**src/rtl/ber_popcount64.sv**
```systemverilog
// Registered 64-bit population count, one cycle of latency.
module ber_popcount64 (
  input  logic        CLKS,
  input  logic        RSTXS,
  input  logic        en,
  input  logic [63:0] din,
  output logic [6:0]  pc
);
  always_ff @(posedge CLKS or negedge RSTXS) begin
    if (!RSTXS)  pc <= '0;
    else if (en) pc <= 7'($countones(din));
  end
endmodule

```
**config.mk**
```make
export PLATFORM = sky130hd
export DESIGN_NAME = ber_popcount64
export DESIGN_NICKNAME = d
export VERILOG_FILES = /design/src/rtl/ber_popcount64.sv
export SDC_FILE = /design/constraint.sdc
export NUM_CORES = 1
export LEC_CHECK = 0
export CORE_MARGIN = 3
export CORE_UTILIZATION = 30
export DETAILED_ROUTE_END_ITERATION = 16
export GPL_TIMING_DRIVEN = 0
export SETUP_SLACK_MARGIN = 0.3
export SYNTH_ARGS = -nofsm -noshare
export SYNTH_HDL_FRONTEND = slang
export SYNTH_SLANG_ARGS = --single-unit
```
**constraint.sdc**
```tcl
create_clock -name CLKS -period 1.9 [get_ports CLKS]
set_input_delay 0.285 -clock CLKS [delete_from_list [all_inputs] [get_ports CLKS]]
set_output_delay 0.285 -clock CLKS [all_outputs]
set_load 0.03 [all_outputs]
```
* Word-level counts from Yosys, hierarchy flattened
Cells that the tools add are included.
** Cells by class
- Muxes and demuxes :: 0
- Add/sub/neg operators :: 63
- Div/mod/pow operators :: 0
- Reduce and logical (&&, ||, !) cells :: 0
- Bitwise gates (word level) :: 0
- Equality and inequality tests :: 0
- Shift operators :: 0
- Magnitude comparators :: 0
- Multiply operators :: 0
** Operator list (number)
- 1-bit by 1-bit adder with 2-bit output :: 32
- 2-bit by 2-bit adder with 3-bit output :: 16
- 3-bit by 3-bit adder with 4-bit output :: 8
- 4-bit by 4-bit adder with 5-bit output :: 4
- 5-bit by 5-bit adder with 6-bit output :: 2
- 6-bit by 6-bit adder with 7-bit output :: 1
** Word-level totals
- Output and inout port bits :: 7
- Bits in writable memories :: 0
- Memories kept :: 0
- Register bits after elaboration :: 7
- Latch bits :: 0
- ROM bits :: 0
- Input bits :: 67
- Word-level logic and storage cells :: 64

* Logic depth before layout (Yosys ltp)
Gate-level depths: netlist (run 1).
- Depth after elaboration :: 6
- Mapped depth :: 20
- Mapped depth without buffers :: 20

* Worst setup path after synthesis (run 1)
OpenSTA, ideal clock, no wires.
- Path type :: input-to-reg
- Start point :: input din[53]
- End point :: register pc[4]
- Required time :: 1.760 ns
- Library setup time :: 0.140 ns
- Setup slack :: -3.840 ns
- Stages :: 19
- Arrival time :: 5.600 ns
- Path buffers :: 0
- Cell sequence :: fa_1 inv_1 fa_1 inv_1 fa_1 inv_1 fa_1 inv_1 fa_1 inv_1 fa_1 fa_1 fa_1 inv_1 ha_1 fa_1 a21o_2 a2111oi_0 a211oi_1
** On the way
- Cells in the longest elaborated chain, start to end :: 6
** RTL lines
- from (decl) :: RTL line 6 : input logic [63:0] din,
- 1-bit by 1-bit adder with 2-bit output (not written as such) :: RTL line 11 : else if (en) pc <= 7'($countones(din));
- 2-bit by 2-bit adder with 3-bit output (not written as such) :: RTL line 11
- 3-bit by 3-bit adder with 4-bit output (not written as such) :: RTL line 11
- 4-bit by 4-bit adder with 5-bit output (not written as such) :: RTL line 11
- 5-bit by 5-bit adder with 6-bit output (not written as such) :: RTL line 11
- 6-bit by 6-bit adder with 7-bit output (not written as such) :: RTL line 11
- to (signal assigned) :: RTL line 11
- to (decl) :: RTL line 7 : output logic [6:0] pc
No other way between the ends.
A chain may end at the register's enable or synchronous reset.

* Worst setup path in the final report (run 1)
- Start point :: input din[3]
- End point :: register pc[6]
Same word-level chain as after synthesis.

==> results_dict.tcl, run 1 <==
set metrics [dict create \
    cp-end-kind "flip-flop" \
    maxCapViolCount 0 \
    area_growth_pct 47.1 \
    largest_register_ffs 7 \
    ios 74 \
    synthMuxAreaShare_pct 1.13 \
    reg2reg_to "pc[5]" \
    finalHoldViolations 0 \
    root_buffer "clkbuf_8" \
    relSlewSlack_pct 79.2 \
    synth_top_family_by_area "adder cells" \
    grt_pass1_vias 1530 \
    grt_pass1_wl_mm 6.10 \
    critPathKind "primary input to flip-flop" \
    yosysWarningCount 0 \
    drc 0 \
    synth_xor_area_share_pct 0.441 \
    top_register "pc" \
    clk_latency_ns 0.22 \
    cts_made_buffers 3 \
    final_cells 349 \
    hpwl_mm 3.43 \
    drv_slew 0 \
    dp_cells 341 \
    rsz0062_at_grt "yes" \
    ys_seq_elements 7 \
    synth_top_area_share_pct 54.4 \
    layout-drive-gt1-share_pct 16.9 \
    yosys.area_share.simple_pct 3.40 \
    port_buffers 73 \
    endpoint "pc[6]" \
    synth_edf_count 0 \
    arrival_ns 5.88 \
    synth.cell_area_um2 1990 \
    syn_nets 327 \
    synthArstFlopShare_pct 100 \
    routed_via_density 4.05 \
    n_fill_cell 599 \
    grt_antenna_before_repair 0 \
    synthCells 191 \
    rows 29 \
    layout.nets 409 \
    r2r_slack_ns 0.88 \
    detail-route-antenna-nets 0 \
    diodes 0 \
    top_regs "pc x7" \
    ctsHtreeMaxLevel 1 \
    die_x_um 87.4 \
    synthDistinctLibCells 27 \
    synth_area_leaders "fa_1 54%, inv_1 16%, ha_1 9.5%" \
    startpoint_type "primary input" \
    dieHeight_um 87.4 \
    drt_iter0_drc 25 \
    cts.path.max_buffers 2 \
    die-area_um2 7630 \
    clk_pin_slew_ns 0.04 \
    yosysMostFrequentCell "inv_1" \
    reg2regPathDepth 2 \
    overflow 0 \
    via_count 1414 \
    wl_per_cell_um 10.2 \
    syn_avg_cell_area_um2 10.4 \
    clock_sinks 7 \
    grt_max_degree 11 \
    core_area_um2 6390 \
    required_ns 2.01 \
    drtPass1Iterations 2 \
    final.setup.worst_slack_ns -3.88 \
    crit_path_max_fanout 2 \
    drt_wl_total_mm 3.56 \
    ys_seq_area_share_pct 8.82 \
    cts_tree "done" \
    status "finished, violations left" \
    violations "setup timing" \
    max_freq_ghz 0.173 \
    grt_usage_pct 9.84 \
    synth_adder_area_share_pct 63.9 \
    worst_pin_slew_ns 0.311 \
    synth_top_area_cell "fa_1" \
    hold_class "primary input to asynchronous set/reset pin" \
    period_minus_slack_ns 5.78 \
    cts_hold_buffers 0 \
    startpoint "din[3]" \
    finalSetupViolCount 7 \
    synth_common_cells "85 x inv_1, 54 x fa_1, 15 x ha_1, 7 x dfrtp_1, 4 x a21oi_1" \
    timing.rr.start "pc[5]" \
    post-route-util_pct 45.7 \
    initial_core_util_pct 31.1 \
    synth_compound_area_share_pct 5.99 \
    place.gp.congestion 0.700 \
    fin_skew_ns 0 \
    fin_crit_sh_pct 304 \
    synth_ff_type "dfrtp_1" \
]
through the flow:
stage	TNS, ns	setup WS [ns]	area (µm²)	hold WS, ns
after floorplan	-24.21	-3.76	2020	-0.0106
after global placement	-28.72	-4.41	2850	0.498
after detailed placement	-28.86	-4.41	2850	0.497
after CTS	-25.11	-3.93	2920	0.325
after global routing	-26.36	-4.06	2920	0.344
final	-25.19	-3.88	2920	0.320
worst max-delay path, cell delays in order:
cell and delay (ns):
clkdlybuf4s15_1 0.19, fa_1 0.55, inv_2 0.04, fa_1 0.48, fa_1 0.57, fa_2 0.47, fa_1 0.57, fa_1 0.45
fa_1 0.50, fa_1 0.54, inv_2 0.05, ha_4 0.16, fa_2 0.38, a21o_2 0.21, a22o_1 0.20, o31a_1 0.23
placed cells by master (no fill, tap or decap), drive strengths merged, types with 2 or more instances in the layout:
cell type      instances
ha                    15
a21o                   2
a211oi                 2
a21oi                  4
clkbuf                 8
clkdlybuf4s15          8
nand3b                 2
dfrtp                  7
nor2                   2
mux2                   2
clkdlybuf4s50         40
dlygate4sd2           15
buf                   11
fa                    54
inv                   85
what timing repair did:
item,4_1_cts,5_1_grt
endpoints found under the setup margin,7,7
buffers inserted,3,1
resized for setup,67,19
pin swaps,43,31
logic make-up (layout without fill, tap and decap cells):
group | count (synthesis) | in the layout
XOR/XNOR | 1 | 1
AND/OR/NAND/NOR | 11 | 11
multiplexers | 2 | 2
adder cells (fa/ha/maj) | 69 | 69
AO/OA/AOI/OAI | 15 | 15
flip-flops | 7 | 7
buffers and inverters | 86 | 167
layer usage:
layer	vias to the layer above	global-route usage [%]	wire length, µm
li1	700	-	-
met5	-	0	0
met3	2	1.99	266
met4	0	1.67	23
met2	43	17.6	1850
met1	669	12.4	1420
layout make-up:
type / instances / area (µm²) / share of cell area, %
multi-input cells: 98 / 1570 / 53.8
repair buffers: 77 / 708 / 24.2
inverters: 85 / 319 / 10.9
flip-flops and latches: 7 / 175 / 6.00
well taps: 77 / 96.3 / 3.30
clock buffers: 4 / 45.0 / 1.54
plain buffers: 1 / 5.00 / 0.171
how the worst min path moves through the flow:
stage | start | end | slack, ns | cells after the start
final | RSTXS | pc[2] | 0.32 | 1
after CTS | RSTXS | pc[2] | 0.33 | 1
after global routing | RSTXS | pc[2] | 0.34 | 1
after floorplan | RSTXS | pc[0] | -0.01 | 0
after global placement | pc[1] | pc[1] | 0.50 | 1
after detailed placement | pc[0] | pc[0] | 0.50 | 1
Power of run 1 is not shown: default switching activity piles up to over one toggle a cycle in this logic, so the estimate is an artifact.
==> run 2: changes to the inputs <==
CORE_UTILIZATION = 49   (was 30)
PLACE_DENSITY = 0.87   (was not set)
==> results_dict.tcl, run 2 (same netlist as run 1, synthesis figures left out) <==
set metrics [dict create \
    die-area_um2 4850 \
    port_buffers 73 \
    cts.path.max_buffers 2 \
    period_minus_slack_ns 5.81 \
    violations "setup timing" \
    critPathKind "primary input to flip-flop" \
    ios 74 \
    grt_max_degree 11 \
    final.setup.worst_slack_ns -3.91 \
    root_buffer "clkbuf_8" \
    path_common_cell "fa_1" \
    grt_pass1_vias 1687 \
    rows 22 \
    dr_wl_met3_um 265 \
    grt_antenna_before_repair 0 \
    hold_class "primary input to asynchronous set/reset pin" \
    place_ws_ns -4.44 \
    startpoint_type "primary input" \
    finalSetupViolCount 7 \
    cp_slowest_cell "fa_1" \
    die_x_um 69.7 \
    layout-drive-gt1-share_pct 16.5 \
    diodes 0 \
    finalHoldViolations 0 \
    top_layer_used "met4" \
    arrival_ns 5.92 \
    drv_slew 0 \
    crit_path_max_fanout 2 \
    status "finished, violations left" \
    max_freq_ghz 0.172 \
    relSlewSlack_pct 79.1 \
    cts_made_buffers 3 \
    fin_skew_ns 0 \
    clock_sinks 7 \
    detail-route-antenna-nets 0 \
    largest_register_ffs 7 \
    drtPass1Iterations 4 \
    rsz0062_at_grt "yes" \
    worst_pin_slew_ns 0.313 \
    via_count 1490 \
    required_ns 2.01 \
    grt_usage_pct 17.6 \
    cts_tree "done" \
    hpwl_mm 3.56 \
    drt_wl_total_mm 3.86 \
    drt_iter0_drc 43 \
    core_area_um2 3770 \
    final_cell_mix "74 x inv_1, 50 x fa_1, 40 x clkdlybuf4s50_1" \
    fin_setup_tns_ns -25.24 \
    slowest_delay_ns 0.54 \
    clk_pin_slew_ns 0.04 \
    top_register "pc" \
    dieHeight_um 69.7 \
    critPathBufInv 8 \
    critical-path-top-delay-family "adder cells" \
    maxCapViolCount 0 \
    overflow 0 \
    cp-end-kind "flip-flop" \
    routed-wl-met2_mm 2.24 \
    initial_core_util_pct 52.7 \
    routed_via_density 4.64 \
    area_growth_pct 46.3 \
    wl_per_cell_um 12.0 \
    drc 0 \
    top_regs "pc x7" \
    grt_pass1_wl_mm 6.94 \
    ctsHtreeMaxLevel 1 \
    place.gp.congestion 0.752 \
    fin_crit_sh_pct 306 \
    layout.nets 410 \
    final_common_cell "inv_1" \
    clk_latency_ns 0.23 \
    drt-met1-wl_mm 1.34 \
    crit_path_cell_trace "buf_6 -> fa_1 -> inv_2 -> fa_1 -> inv_2 -> fa_1 -> inv_2 -> fa_1 -> inv_2 -> fa_1 -> inv_1 -> fa_1 -> fa_1 -> fa_1 -> inv_2 -> ha_4 -> fa_2 -> a21o_4 -> buf_6 -> a2111oi_4 -> a211oi_2" \
]
-- run 2: cell types whose count changed in the layout (fill, tap and decap cells not counted), sizes merged --
cell	change
dlygate4sd2	+5
buf	+4
clkdlybuf4s15	-5
clkbuf	-3
-- run 2: metrics by stage --
stage	instance area (µm²)	utilization, %	instances	hold slack, ns
3_3_place_gp	2810	74.5	312	0.490
2_1_floorplan	2020	-	191	-0.0106
6_report	2910	77.0	321	0.303
4_1_cts	2860	75.8	319	0.312
5_1_grt	2910	77.0	321	0.325
3_5_place_dp	2810	74.5	312	0.499
-- run 2: repair_timing --
action,CTS,global route
hold buffers,0,0
setup buffers,3,2
pin swaps,36,15
setup endpoints to repair,7,7
gates resized for setup,72,11
-- run 2: path summary, 6_finish.rpt --
check,start,cells past startpoint,end,slack [ns]
worst max-delay path,din[53],21,pc[4],-3.91
worst min-delay path,RSTXS,1,pc[6],0.30
worst max register to register,pc[5],2,pc[5],0.97
worst min register to register,pc[1],1,pc[1],0.50
max in group asynchronous,RSTXS,1,pc[3],1.36
min in group CLKS,pc[1],1,pc[1],0.50
-- run 2: worst reg2reg max path, stage by stage (launching register included) --
cell and delay [ns]:
dfrtp_1 0.39, o2bb2ai_1 0.12, or3_1 0.30
-- run 2: cell type report --
type                            instances  area (µm²)
Fill cell                             279         866
Buffer                                  1        5.00
Timing Repair Buffer                   78         713
Tap cell                               48        60.1
Inverter                               85         319
Multi-Input combinational cell         98        1590
Sequential cell                         7         175
Clock buffer                            4        45.0
-- run 2: routing by layer --
layer / GRT usage, % / up-vias
li1: - / 698
met1: 19.2 / 732
met2: 34.3 / 58
met3: 4.35 / 2
met4: 3.19 / 0
met5: 0 / -
Power of run 2 is left out for the same reason.
==> run 3: changes to the inputs <==
RECOVER_POWER = 50   (was not set)
==> results_dict.tcl, run 3 (same netlist as run 1, synthesis figures left out) <==
set metrics [dict create \
    status "finished, violations left" \
    violations "setup timing" \
    n_fill_cell 279 \
    area_growth_pct 46.3 \
    relSlewSlack_pct 79.1 \
    rsz0062_at_grt "yes" \
    ctsHtreeMaxLevel 1 \
    initial_core_util_pct 52.7 \
    layout-drive-gt1-share_pct 16.5 \
    place_ws_ns -4.44 \
    max_freq_ghz 0.172 \
    arrival_ns 5.92 \
    fin_crit_sh_pct 306 \
    drt_iter0_drc 43 \
    port_buffers 73 \
    cts_made_buffers 3 \
    grt_pass1_wl_mm 6.94 \
    required_ns 2.01 \
    top_regs "pc x7" \
    cts_tree "done" \
    reg2reg_to "pc[5]" \
    drc 0 \
    die_x_um 69.7 \
    overflow 0 \
    timing.rr.start "pc[5]" \
    grt_max_degree 11 \
    top_register "pc" \
    core_area_um2 3770 \
    largest_register_ffs 7 \
    routed_via_density 4.64 \
    hold_class "primary input to asynchronous set/reset pin" \
    multi_input_area_um2 1590 \
    fin_skew_ns 0 \
    grt_pass1_vias 1687 \
    drtPass1Iterations 4 \
    worst_pin_slew_ns 0.313 \
    grt_antenna_before_repair 0 \
    finalHoldViolations 0 \
    grt_usage_pct 17.6 \
    r2r_slack_ns 0.97 \
    clock_sinks 7 \
    place.gp.congestion 0.752 \
    critPathKind "primary input to flip-flop" \
    ios 74 \
    final_common_cell "inv_1" \
    wl_per_cell_um 12.0 \
    maxCapViolCount 0 \
    crit_path_max_fanout 2 \
    cts_hold_buffers 0 \
    clk_pin_slew_ns 0.04 \
    cts.path.max_buffers 2 \
    hpwl_mm 3.56 \
    rows 22 \
    final.setup.worst_slack_ns -3.91 \
    root_buffer "clkbuf_8" \
    drv_slew 0 \
    clk_latency_ns 0.23 \
    via_count 1490 \
    regArea_um2 175 \
    reg2regPathDepth 2 \
    die-area_um2 4850 \
    startpoint_type "primary input" \
    dieHeight_um 69.7 \
    final_cell_mix "74 x inv_1, 50 x fa_1, 39 x clkdlybuf4s50_1" \
    layout.nets 410 \
    detail-route-antenna-nets 0 \
    drt_wl_total_mm 3.86 \
    diodes 0 \
    cp-end-kind "flip-flop" \
    finalSetupViolCount 7 \
    period_minus_slack_ns 5.81 \
]
[run 3: changes by cell type in the layout (fill, tap and decap cells not counted), sizes merged]
cell,delta
clkdlybuf4s50,-1
dlygate4sd3,+1
[run 3: through the flow]
step	area (µm²)	hold slack (ns)	setup TNS, ns	std cells	util, %
3_3_place_gp	2810	0.490	-28.43	312	74.5
6_report	2910	0.374	-25.24	321	77.0
5_1_grt	2910	0.395	-26.03	321	77.0
2_1_floorplan	2020	-0.0106	-24.21	191	-
4_1_cts	2860	0.312	-25.22	319	75.8
3_5_place_dp	2810	0.499	-28.96	312	74.5
[run 3: how the worst max path moves through the flow]
stage,startpoint,end,slack (ns),cells past startpoint
2_1_floorplan,din[53],pc[6],-3.76,19
3_3_place_gp,din[59],pc[6],-4.37,20
3_5_place_dp,din[59],pc[6],-4.44,20
4_1_cts,din[53],pc[6],-3.93,20
5_1_grt,din[53],pc[4],-4.03,21
6_report,din[53],pc[4],-3.91,21
[run 3: per-layer routing]
metal | track usage [%] | share of wire, %
met2 | 34.3 | 58
met1 | 19.2 | 35
met4 | 3.19 | 0.49
met3 | 4.35 | 6.9
met5 | 0 | 0
[run 3: what timing repair did]
item                                    in CTS  in global routing
resized for setup                           72                 11
endpoints found under the hold margin        0                  0
setup buffers                                3                  2
pin swaps                                   36                 15
endpoints found under the setup margin       7                  7
[run 3: layout make-up]
class | instances | share of cell area, %
multi-input cells | 98 | 54.7
plain buffers | 1 | 0.172
inverters | 85 | 11.0
repair buffers | 78 | 24.5
clock buffers | 4 | 1.55
flip-flops and latches | 7 | 6.03
well taps | 48 | 2.07
[run 3: worst max-delay path, cell delays in order]
cell and delay (ns):
buf_6 0.09, fa_1 0.54, inv_2 0.04, fa_1 0.51, inv_2 0.04, fa_1 0.52
inv_2 0.04, fa_1 0.54, inv_2 0.04, fa_1 0.49, inv_1 0.05, fa_1 0.49
fa_1 0.45, fa_1 0.52, inv_2 0.05, ha_4 0.15, fa_2 0.34, a21o_4 0.23
buf_6 0.11, a2111oi_4 0.32, a211oi_2 0.06
Power of run 3 is left out for the same reason.
